$ cat src/rtl/rf_write_scheduler.sv
// Register-file write-port scheduler: pipeline (A) writes own the port, multi-cycle (B) writes queue in a FIFO.
// Optional macro RF_SCHED_SCOREBOARD_EN adds per-register pending tracking and src hazard detection.
module rf_write_scheduler #(
    parameter int STARVE_LIMIT = 8,
    parameter int FIFO_DEPTH   = 4
) (
    input  logic        clk,
    input  logic        rst,
    input  logic        a_en,
    input  logic [3:0]  a_dest,
    input  logic [31:0] a_value,
    input  logic        b_valid,
    input  logic [3:0]  b_dest,
    input  logic [31:0] b_value,
    output logic        b_ready,
    input  logic        issue_en,
    input  logic [3:0]  issue_dest,
    input  logic [3:0]  src1,
    input  logic [3:0]  src2,
    output logic        hazard,
    output logic [14:0] pending,
    output logic        stall_req,
    output logic        WB_En,
    output logic [3:0]  Dest_WB,
    output logic [31:0] WB_Value,
    output logic        err_dest
);
    localparam int PW = $clog2(FIFO_DEPTH);
    localparam int CW = $clog2(FIFO_DEPTH + 1);
    localparam int SW = $clog2(STARVE_LIMIT + 1);

    logic [3:0]    mem_dest  [FIFO_DEPTH];
    logic [31:0]   mem_value [FIFO_DEPTH];
    logic [PW-1:0] wr_ptr_q, wr_ptr_d, rd_ptr_q, rd_ptr_d;
    logic [CW-1:0] count_q, count_d;
    logic [SW-1:0] starve_q, starve_d;
    logic          wb_en_q, wb_en_d;
    logic [3:0]    wb_dest_q, wb_dest_d;
    logic [31:0]   wb_value_q, wb_value_d;
    logic          err_q, err_d;

    logic          full, empty, push, pop;
    logic [3:0]    head_dest;
    logic [31:0]   head_value;

    always_comb begin
        full       = (count_q == CW'(FIFO_DEPTH));
        empty      = (count_q == '0);
        // Gating with rst keeps b_ready low while reset is held.
        b_ready    = rst && !full;
        push       = b_valid && b_ready;
        pop        = !a_en && !empty;
        head_dest  = mem_dest[rd_ptr_q];
        head_value = mem_value[rd_ptr_q];
    end

    always_comb begin
        wr_ptr_d = push ? wr_ptr_q + PW'(1) : wr_ptr_q;
        rd_ptr_d = pop  ? rd_ptr_q + PW'(1) : rd_ptr_q;
        count_d  = count_q;
        if (push && !pop) begin
            count_d = count_q + CW'(1);
        end else if (pop && !push) begin
            count_d = count_q - CW'(1);
        end

        starve_d = '0;
        if (a_en && !empty) begin
            starve_d = (starve_q == SW'(STARVE_LIMIT)) ? starve_q : starve_q + SW'(1);
        end
    end

    always_comb begin
        wb_en_d    = 1'b0;
        wb_dest_d  = wb_dest_q;
        wb_value_d = wb_value_q;
        err_d      = err_q;
        if (a_en) begin
            if (a_dest == 4'hF) begin
                err_d = 1'b1;
            end else begin
                wb_en_d    = 1'b1;
                wb_dest_d  = a_dest;
                wb_value_d = a_value;
            end
        end else if (!empty) begin
            // R15 entries still leave the FIFO; they just never reach the port.
            if (head_dest == 4'hF) begin
                err_d = 1'b1;
            end else begin
                wb_en_d    = 1'b1;
                wb_dest_d  = head_dest;
                wb_value_d = head_value;
            end
        end
`ifdef RF_SCHED_SCOREBOARD_EN
        if (issue_en && issue_dest == 4'hF) begin
            err_d = 1'b1;
        end
`endif
    end

    always_ff @(posedge clk) begin
        if (!rst) begin
            wr_ptr_q   <= '0;
            rd_ptr_q   <= '0;
            count_q    <= '0;
            starve_q   <= '0;
            wb_en_q    <= 1'b0;
            wb_dest_q  <= '0;
            wb_value_q <= '0;
            err_q      <= 1'b0;
        end else begin
            wr_ptr_q   <= wr_ptr_d;
            rd_ptr_q   <= rd_ptr_d;
            count_q    <= count_d;
            starve_q   <= starve_d;
            wb_en_q    <= wb_en_d;
            wb_dest_q  <= wb_dest_d;
            wb_value_q <= wb_value_d;
            err_q      <= err_d;
        end
    end

    always_ff @(posedge clk) begin
        if (push) begin
            mem_dest[wr_ptr_q]  <= b_dest;
            mem_value[wr_ptr_q] <= b_value;
        end
    end

    assign stall_req = (starve_q == SW'(STARVE_LIMIT));
    assign WB_En     = wb_en_q;
    assign Dest_WB   = wb_dest_q;
    assign WB_Value  = wb_value_q;
    assign err_dest  = err_q;

`ifdef RF_SCHED_SCOREBOARD_EN
    logic [14:0] pend_q, pend_d;
    logic [15:0] pend_ext;

    always_comb begin
        pend_d = pend_q;
        for (int r = 0; r < 15; r++) begin
            if (pop && head_dest == 4'(r)) pend_d[r] = 1'b0;
            // Set after clear so a same-cycle reissue keeps the bit.
            if (issue_en && issue_dest == 4'(r)) pend_d[r] = 1'b1;
        end
    end

    always_ff @(posedge clk) begin
        if (!rst) begin
            pend_q <= '0;
        end else begin
            pend_q <= pend_d;
        end
    end

    assign pend_ext = {1'b0, pend_q};
    assign pending  = pend_q;
    assign hazard   = pend_ext[src1] | pend_ext[src2];
`else
    logic unused_sb;
    assign unused_sb = ^{issue_en, issue_dest, src1, src2};
    assign pending   = '0;
    assign hazard    = 1'b0;
`endif

endmodule

$ cat config.mk
export PLATFORM = sky130hd
export DESIGN_NAME = rf_write_scheduler
export DESIGN_NICKNAME = d
export VERILOG_FILES = /design/src/rtl/rf_write_scheduler.sv
export SDC_FILE = /design/constraint.sdc
export NUM_CORES = 1
export LEC_CHECK = 0
export BUFFER_PORTS_ARGS = -buffer_cell sky130_fd_sc_hd__buf_2
export CORE_MARGIN = 2
export CORE_UTILIZATION = 40
export DETAILED_ROUTE_END_ITERATION = 10
export GPL_ROUTABILITY_DRIVEN = 0
export SLEW_MARGIN = 30
export SYNTH_ARGS = -nofsm -noshare
export SYNTH_HDL_FRONTEND = slang
export SYNTH_SLANG_ARGS = --single-unit
$ cat constraint.sdc
create_clock -name clk -period 3.2 [get_ports clk]
set_clock_uncertainty 0.1 [all_clocks]
set_input_delay 0.8 -clock clk [delete_from_list [all_inputs] [get_ports clk]]
set_output_delay 0.8 -clock clk [all_outputs]
set_load 0.02 [all_outputs]
==> summary.md, run 1 <==
| Metric | Value |
|---|---|
| Clock Path Buffers | 2 |
| Post-DP HPWL | 9992 um |
| Slowest cell on crit path | and2_2 |
| Largest net degree at the start of global routing | 81 |
| Unique masters post-synth | 36 |
| PostCTS Resize Cnt | 0 |
| Logic pwr share | 0.248 |
| GRT Util Overall | 0.1532 |
| Unrepaired setup endpoints after global routing | no |
| Max Fclk | 368.1 MHz |
| Nets@finish | 703 |
| Reported max-cap violation count | 0 |
| Psw | 1977 uW |
| Yosys reg bits | 195 |
| Critical Path Start Type | flop |
| CP cell instances | mux4_2 -> and2_0 -> a31oi_1 -> and2_2 -> buf_12 -> mux2i_1 |
| Hold_sp | WB_Value[13] |
| Die ar. | 20850 um^2 |
| Largest family of logic cells by synthesized area | multiplexers |
| Worst path buffer plus inverter count | 1 |
| Die extent in x | 144.4 um |
| Worst vdd ir | 0.4008 mV |
| Clock power frac | 0.301 |
| Mux cell area share after synthesis | 0.1482 |
| Area grow syn2layout | 17.81% |
| Status | finished clean |
| Clock slew seen by the registers of the worst setup and hold paths | 70 ps |
| Max Slew Vio Count | 0 |
| Yosys warning total | 0 |
| IO buf count | 115 |
| First-pass detailed-route iteration total | 4 |
| H-tree levels | 4 |
| Sw Share | 0.2814 |
| Compound-gate portion of the synthesized area | 0.04110 |
| Number of global-route vias before repair | 4418 |
| Total clock sinks | 195 |
| Crit path DAT | 2960 ps |
| Wire per inst | 17.08 um |
| Share of layout cells above drive strength 1 | 0.3301 |
| Cell family with most CP delay | multiplexers |
| Root buf cell | clkbuf_16 |
| CP peak stage delay | 610 ps |
| CP required | 3440 ps |
| Gr ovfl total | 0 |
| Pint | 5047 uW |
| TritonCTS clock tree | done |
| Leak | 0.003483 uW |
| Hold violation count in the final report | 0 |
| Kind of critical path | flop to flop |
| Core area | 19400 um^2 |
| # hold bufs at CTS | 0 |
| Post-Synth Simple-Gate Area | 0.06872 |
| Seq pwr share | 0.451 |
| Starting density of the core | 0.4064 |
| Post-Synth Adder-Cell Area | 0.01365 |
| Routed WL | 15080 um |
| Clk_lat worst skew | 420 ps |
| Post-synthesis sequential area ratio | 0.6780 |
| Final setup vio count | 0 |
| Ys async rst share | 0 |
| Die Ht | 144.4 um |
| First-pass GRT wire length | 23400 um |
| DRC viols | 0 |
| PwrDens | 756.3 nW/um^2 |
| Number of inserted diodes | 0 |
| Worst-margin pin slew | 818.5 ps |
| Post-Synth XOR/XNOR Area | 0.008887 |
| Ys flop type | edfxtp_1 |
| Crit path max fanout | 19 |
| Synthesized area | 7884 um^2 |
| Vias/cell | 4.882 |
| Initial antenna violation count | 0 |
| Rel. slew slack | 0.4543 |
| Mapped Cells | 486 |
| Final min period | 2717 ps |
| CTS buffer count | 17 |
| Setup TNS | 0 ps |
| Routed vias | 4311 |
| Starting DRT DRC Count | 209 |
| I/O pins | 145 |
| EDFF count, synth | 144 |
| Final Cycle Share | 0.8490 |
| Worst setup EP type | flop |
| Detail Route Antenna Nets | 0 |
| Avg Cell Area, Syn | 16.22 um^2 |
| FP Rows | 51 |
| Hold WC Path Type | flop to flop |
| Postcts setup bufs | 0 |
| Final hold slack | 350.7 ps |
cell usage after synthesis, types with 5 or more instances:
master | number | area, um^2
edfxtp_1 | 144 | 4324
nor2_1 | 6 | 22.52
and2_1 | 6 | 37.54
dfxtp_1 | 51 | 1021
mux4_2 | 35 | 788.3
mux2i_1 | 38 | 380.4
nand2b_1 | 34 | 212.7
xnor2_1 | 5 | 43.79
inv_1 | 6 | 22.52
and3_1 | 5 | 31.28
buf_4 | 16 | 120.1
o211ai_1 | 32 | 240.2
ha_1 | 7 | 87.58
nand2_1 | 42 | 157.7
clkbuf_1 | 22 | 82.58
layout make-up:
class                           count  area, um^2
Clock inverter                     12       155.1
Fill cell                        1747       10110
Timing Repair Buffer              132       715.7
Multi-Input combinational cell    254        2282
Clock buffer                       19       432.9
Tap cell                          265       331.6
Inverter                            6       22.52
Sequential cell                   195        5348
worst min-delay path, cell delays in order, from the launching register on:
cell and delay (ps):
dfxtp_1 310, nand2_1 50, mux2i_1 50
registers in the layout, summed over array words and instances (netlist names), 2 cells and up, named ones only:
| signal | cells |
|---|---|
| mem_value | 128 |
| count_q | 3 |
| starve_q | 4 |
| Dest_WB | 4 |
| rd_ptr_q | 2 |
| wr_ptr_q | 2 |
| mem_dest | 16 |
| WB_Value | 32 |
final timing paths:
check / end / slack, ps / cells past startpoint
worst max-delay path: WB_Value[24] / 480 / 6
worst min-delay path: WB_Value[13] / 350 / 2
worst max register to register: WB_Value[24] / 480 / 6
worst min register to register: WB_Value[13] / 350 / 2
cell families after synthesis:
logic type / after synthesis
xor gates and xnor gates: 8
buffers and inverters: 52
and+or+nand+nor: 106
other: 1
AOI/OAI and AO/OA: 43
adders and majority gates: 8
DFF: 195
muxes: 73
power by group through the flow:
stage | registers [uW] | logic [uW] | clock network, uW
finish | 3170 | 1740 | 2110
global route | 3200 | 1920 | 2270
CTS | 3180 | 1790 | 2180
detailed placement | 3230 | 1780 | 0
global placement | 3210 | 1730 | 0
floorplan | 3370 | 1210 | 0
per-layer routing:
metal  wire, um  global-route usage
met5          0                   0
met2       7836              0.2614
met4        286             0.06132
met1       6345              0.1856
met3        614             0.04106
per-stage QoR:
step / setup WS (ps) / power [uW] / util / instance area [um^2] / instances
after CTS: 407.4 / 7141 / 0.4788 / 9288 / 883
after global placement: 445.7 / 4945 / 0.4485 / 8700 / 852
after detailed placement: 295.4 / 5013 / 0.4485 / 8700 / 852
final: 483.1 / 7024 / 0.4788 / 9288 / 883
after global routing: 296.2 / 7394 / 0.4788 / 9288 / 883
after floorplan: 161.9 / 4576 / - / 7944 / 501
layout by cell type, fill, tap and decap left out, types with 3 or more instances in the layout:
cell type / count
o211ai_1: 32
inv_6: 3
nand3_1: 3
clkbuf_16: 17
inv_1: 6
bufinv_16: 3
buf_4: 16
o211a_1: 3
and2_1: 5
nor2_1: 6
nand2b_1: 34
edfxtp_1: 144
dfxtp_1: 49
o21ai_0: 3
mux4_2: 35
xor2_1: 3
nand2_1: 42
and3_2: 4
conb_1: 16
mux2i_1: 38
ha_1: 7
xnor2_1: 5
buf_2: 115
Note: power is estimated with default switching activity, not from simulation.
==> run 2: changes to the inputs <==
ABC_AREA = 1   (was default)
clock period = 2.8 ns   (was 3.2 ns; I/O delays follow)
==> run 2 against run 1 <==
Critical path depth is 4 higher. Die area up 10%. Power rose by 19%. Sequential power rose by 13%. Final cell count rose by 53%. Fmax rose by 22%. Area after synthesis grew 11%.
==> summary.md, run 2 <==
| Metric | Value |
|---|---|
| Fin area | 10250 um^2 (+10%) |
| PwrDens | 815.1 nW/um^2 (+7.8%) |
| EDFF count, synth | 144 (unchanged) |
| Worst vdd ir | 0.4450 mV (+11%) |
| Clock Path Buffers | 2 (unchanged) |
| TritonCTS clock tree | done |
| Number of global-route vias before repair | 5991 (+36%) |
| Largest net degree at the start of global routing | 45 (-44%) |
| First-pass detailed-route iteration total | 5 (+1) |
| Fillers | 2036 (+17%) |
| GRT Util Overall | 0.1841 (+0.03087) |
| Reg area | 5348 um^2 (unchanged) |
| Gr ovfl total | 0 (unchanged) |
| Final hold slack | 360.8 ps (+10.13 ps) |
| Hold_sp | rd_ptr_q[1] |
| Largest Register | mem_value |
| Final setup vio count | 0 (unchanged) |
| Initial antenna violation count | 2 (+2) |
| I/O pins | 145 (unchanged) |
| Wire per inst | 14.93 um (-13%) |
| CP required | 3060 ps (-380 ps) |
| Ys async rst share | 0 (unchanged) |
| Max FFs per register | 128 (unchanged) |
| CP peak stage delay | 420 ps (-190 ps) |
| Worst setup EP type | flop |
| Slowest cell on crit path | dfxtp_2 |
| Kind of critical path | flop to flop |
| Routed WL | 20200 um (+34%) |
| Clock slew seen by the registers of the worst setup and hold paths | 70 ps (about the same) |
| Synthesized area | 8735 um^2 (+11%) |
| Area leader, netlist | edfxtp_1 |
| PostCTS Resize Cnt | 0 (unchanged) |
| Routed vias | 6241 (+45%) |
| Top post-synthesis cells by area | edfxtp_1 (50%), nand2_1 (14%), dfxtp_1 (12%), inv_1 (6.9%), mux2i_1 (3.7%) |
| Top-area cell type share of the netlist area | 0.4951 (-0.05343) |
| Nets@finish | 1154 (+64%) |
| Die Ht | 151.8 um (+5.1%) |
| Hold WC Path Type | flop to flop |
| Status | finished clean |
| Post-synth top cells | nand2_1 (324), inv_1 (160), edfxtp_1 (144), nor2_1 (55), dfxtp_1 (51) |
| DRC viols | 0 (unchanged) |
| Root buf cell | clkbuf_16 |
| Dpl cell area | 9674 um^2 (+11%) |
| # hold bufs at CTS | 0 (unchanged) |
| Max Slew Vio Count | 0 (unchanged) |
| Mapped Cells | 942 (+94%) |
| Reported max-cap violation count | 0 (unchanged) |
| Core area | 21620 um^2 (+11%) |
| Vias/cell | 4.613 (-5.5%) |
| Final min period | 2231 ps (-485.6 ps) |
| Critical Path Start Type | flop |
| Post-DP HPWL | 13020 um (+30%) |
| Total Power | 8352 uW (+19%) |
| Crit path DAT | 2490 ps (-470 ps) |
| Avg Cell Area, Syn | 9.272 um^2 (-43%) |
| Total clock sinks | 195 (unchanged) |
| Commonest non-fill, non-tap cells in the layout | nand2_1 (322), inv_1 (160), edfxtp_1 (144) |
| Clk_lat worst skew | 430 ps (about the same) |
| Setup TNS | 0 ps (unchanged) |
| Yosys reg bits | 195 (unchanged) |
| Ys flop type | edfxtp_1 |
| Area grow syn2layout | 17.30% |
| Commonest non-fill, non-tap cell in the layout | nand2_1 |
| Starting DRT DRC Count | 401 (+92%) |
| Share of layout cells above drive strength 1 | 0.1701 (-0.1600) |
| Unique masters post-synth | 26 (-28%) |
| Max Fclk | 448.2 MHz (+22%) |
| Final Cycle Share | 0.7969 (-0.05214) |
| CP cell instances | buf_4 -> nand2_1 -> nand3_1 -> a21oi_1 -> nand3_2 -> nand3_2 -> buf_12 -> nand2_1 -> inv_1 -> nor2_1 |
| FP Rows | 54 (+5.9%) |
| Yosys warning total | 0 (unchanged) |
| Rel. slew slack | 0.6515 (+0.1972) |
| CTS buffer count | 17 (unchanged) |
| Die extent in x | 151.8 um (+5.1%) |
| Hold violation count in the final report | 0 (unchanged) |
| Multi-input logic area | 2549 um^2 (+12%) |
| Starting density of the core | 0.4040 (-0.002418) |
| H-tree levels | 4 (unchanged) |
| Unrepaired setup endpoints after global routing | no |
| Crit path max fanout | 33 (+14) |
| Leak | 0.004926 uW (+41%) |
| First-pass GRT wire length | 31550 um (+35%) |
| Count leader, synth | nand2_1 |
| Worst-margin pin slew | 522.7 ps (-295.8 ps) |
| Post-synthesis sequential area ratio | 0.6119 (-0.06604) |
| Die ar. | 23030 um^2 (+10%) |
| IO buf count | 115 (unchanged) |
| Postcts setup bufs | 0 (unchanged) |
| Detail Route Antenna Nets | 0 (unchanged) |
run 2: changes by cell type after synthesis, sizes merged, moves of 35 or more:
cell and change:
nand2 +282, inv +155, nor2 +49, nand3 +38
mux4 -35
run 2: area by class of cell:
type	count	share of cell area
Inverter	161	0.05923
Tap cell	280	0.03419
Clock inverter	10	0.009769
Sequential cell	195	0.5219
Timing Repair Buffer	141	0.08011
Antenna cell	3	0.0007327
Multi-Input combinational cell	541	0.2487
Clock buffer	22	0.04530
run 2: cell families (layout without fill, tap and decap cells):
family	after synthesis	after routing	share of synthesized area
adder cells (fa/ha/maj)	8	8	0.01232
buffers and inverters	221	334	0.1074
other	1	19	0.0004293
XOR/XNOR	1	1	0.001003
AO/OA/AOI/OAI	27	27	0.01662
multiplexers	32	32	0.03667
AND/OR/NAND/NOR	457	457	0.2136
flip-flops	195	195	0.6119
run 2: worst paths after layout:
path	end	slack [ps]	depth (start not counted)
max	WB_Value[26]	570	10
max reg2reg	WB_Value[26]	570	10
min reg2reg	flop	360	2
min	flop	360	2
run 2: worst max-delay path: cells and delay by family, from the launching register on:
family                 cells  cell delay (ps)
buffers and inverters      3              730
and+or+nand+nor            6              790
DFF                        1              420
AOI/OAI and AO/OA          1              100
run 2: stage by stage:
stage,util,std cells,setup slack (ps)
final,0.4739,1353,568.7
after global routing,0.4737,1351,330.5
after CTS,0.4736,1350,514.1
after detailed placement,0.4475,1318,314.2
after global placement,0.4475,1318,371.4
after floorplan,-,957,11.74
run 2: per-layer routing:
metal | track usage | part of all wire | routed length [um] | up-vias
li1 | - | - | - | 3171
met1 | 0.2332 | 0.45 | 9076 | 2887
met2 | 0.3122 | 0.48 | 9764 | 156
met3 | 0.03862 | 0.048 | 965 | 27
met4 | 0.06667 | 0.019 | 392 | 0
met5 | 0 | 0 | 0 | -
run 2: power by group:
group | switching (uW) | leakage, uW | internal, uW
Sequential | 148 | 0.00173 | 3430
Combinational | 1640 | 0.00293 | 806
Clock | 1050 | 0.000263 | 1280
==> run 3: changes to the inputs <==
clock period = 2 ns   (was 2.8 ns; I/O delays follow)
==> run 3 against run 2 <==
Sequential share of layout area decreased by 1.4 points. First-iteration DRC count fell by 23%. Power up 44%. Setup slack got worse by 480 ps. Routed wire length decreased by 6.1%. Worst hold slack worse by 180 ps. Combinational power up 51%. Register-to-register slack got worse by 460 ps. Critical endpoint is now stall_req. Critical path depth decreased by 5. Non-clock buffer count grew 16. Cell area rose by 2.9%. Flip-flop and latch count stayed put.
==> summary.md, run 3 (synthesis results as in run 2) <==
| Metric | Value |
|---|---|
| Crit path max fanout | 4 (-88%) |
| Largest net degree at the start of global routing | 45 (unchanged) |
| Setup WS post-layout | 87.10 ps (-481.6 ps) |
| IO buf count | 115 (unchanged) |
| # hold bufs at CTS | 0 (unchanged) |
| Vias/cell | 4.416 (-4.3%) |
| Fillers | 2033 (-0.15%) |
| Wire per inst | 13.84 um (-7.3%) |
| Total clock sinks | 195 (unchanged) |
| Starting DRT DRC Count | 308 (-23%) |
| GRT Util Overall | 0.1710 (-0.01308) |
| CTS buffer count | 17 (unchanged) |
| Final setup vio count | 0 (unchanged) |
| Hold WC Path Type | input port to flop |
| Hold violation count in the final report | 0 (unchanged) |
| Final Cycle Share | 0.9564 |
| Number of global-route vias before repair | 5578 (-6.9%) |
| Nets@finish | 1170 (+1.4%) |
| Unrepaired setup endpoints after global routing | no |
| Routed vias | 6050 (-3.1%) |
| Dpl cell area | 9882 um^2 (+2.1%) |
| Die Ht | 151.8 um (unchanged) |
| Die extent in x | 151.8 um (unchanged) |
| Detail Route Antenna Nets | 0 (unchanged) |
| Kind of critical path | flop to primary output |
| Max FFs per register | 128 (unchanged) |
| Initial antenna violation count | 7 (+5) |
| Final min period | 1913 ps |
| I/O pins | 145 (unchanged) |
| Gr ovfl total | 0 (unchanged) |
| Core area | 21620 um^2 (unchanged) |
| TritonCTS clock tree | done |
| Commonest non-fill, non-tap cell in the layout | nand2_1 |
| Setup TNS | 0 ps (unchanged) |
| PwrDens | 1144 nW/um^2 (+40%) |
| Area grow syn2layout | 20.70% |
| Crit path DAT | 1310 ps (-1180 ps) |
| First-pass GRT wire length | 29660 um (-6.0%) |
| DRC viols | 0 (unchanged) |
| Clock Path Buffers | 2 (unchanged) |
| Clk_lat worst skew | 430 ps (about the same) |
| Die ar. | 23030 um^2 (unchanged) |
| Worst setup EP type | primary output |
| Worst vdd ir | 0.5054 mV (+14%) |
| CP required | 1400 ps (-1660 ps) |
| Max Slew Vio Count | 0 (unchanged) |
| Max Fclk | 522.8 MHz |
| Setup WS pre-CTS | -21.27 ps (-335.5 ps) |
| Fin area | 10540 um^2 (+2.9%) |
| Root buf cell | clkbuf_16 |
| Routed WL | 18960 um (-6.1%) |
| FP Rows | 54 (unchanged) |
| H-tree levels | 4 (unchanged) |
| Critical Path Start Type | flop |
| Commonest non-fill, non-tap cells in the layout | nand2_1 (323), inv_1 (154), edfxtp_1 (144) |
| Share of layout cells above drive strength 1 | 0.1961 (+0.02604) |
| Reported max-cap violation count | 0 (unchanged) |
| Clock slew seen by the registers of the worst setup and hold paths | 80 ps (about the same) |
| Largest Register | mem_value |
| Starting density of the core | 0.4040 (unchanged) |
| First-pass detailed-route iteration total | 5 (unchanged) |
| Leak | 0.005055 uW (+2.6%) |
| Status | finished clean |
| Post-DP HPWL | 12790 um (-1.7%) |
==> run 3: cell count changes in the layout (fill, tap and decap cells not counted), sizes merged <==
cell / change
inv: +5
buf: +16
diode: +1
clkbuf: -5
clkinv: +3
clkinvlp: -3
==> run 3: per-layer routing <==
| layer | up-vias | routed length, um | global-route usage |
|---|---|---|---|
| met5 | - | 26 | 0 |
| met4 | 6 | 312 | 0.05648 |
| met3 | 26 | 943 | 0.04042 |
| met2 | 116 | 8841 | 0.2770 |
| met1 | 2691 | 8838 | 0.2270 |
| li1 | 3211 | - | - |
==> run 3: final cells by class <==
cell class	count	area (um^2)	share of cell area
multi-input cells	541	2585	0.2452
well taps	280	350.3	0.03323
inverters	161	614.3	0.05827
diodes	4	10.01	0.0009494
clock inverters	15	163.9	0.01555
repair buffers	157	1037	0.09839
flip-flops and latches	195	5356	0.5081
clock buffers	17	425.4	0.04035
==> run 3: repair_timing <==
action,4_1_cts,5_1_grt
buffers inserted,1,4
gates resized for setup,5,10
pin swaps,1,4
endpoints found under the setup margin,2,4
==> run 3: metrics by stage <==
step | hold WS (ps) | std cells | total power [uW] | utilization
2_1_floorplan | 336.5 | 957 | 7577 | -
3_3_place_gp | 352.4 | 1330 | 8711 | 0.4571
3_5_place_dp | 361.8 | 1330 | 8755 | 0.4571
4_1_cts | 162.0 | 1363 | 12140 | 0.4850
5_1_grt | 165.1 | 1369 | 12870 | 0.4875
6_report | 175.9 | 1370 | 12060 | 0.4876
==> run 3: final timing paths <==
| path | startpoint | slack [ps] | to | cells past startpoint |
|---|---|---|---|---|
| worst max register to register | count_q[0] | 110 | count_q[2] | 13 |
| worst min register to register | err_dest | 380 | err_dest | 2 |
| worst min-delay path | b_value[11] | 180 | mem_value[0][11] | 1 |
| worst max-delay path | starve_q[0] | 90 | stall_req | 5 |
==> run 3: worst max-delay path, cell delays in order, from the launching register on <==
cell	delay (ps)
dfxtp_2	360
inv_2	50
ha_1	200
nand3_2	80
inv_2	50
buf_4	150
==> run 3: power by group <==
part	total (uW)	leakage (uW)	internal [uW]	switching, uW
logic	3690	0.00304	1320	2370
clock network	3360	0.000286	1770	1590
registers	5010	0.00173	4810	203
total	12100	0.00505	7910	4160
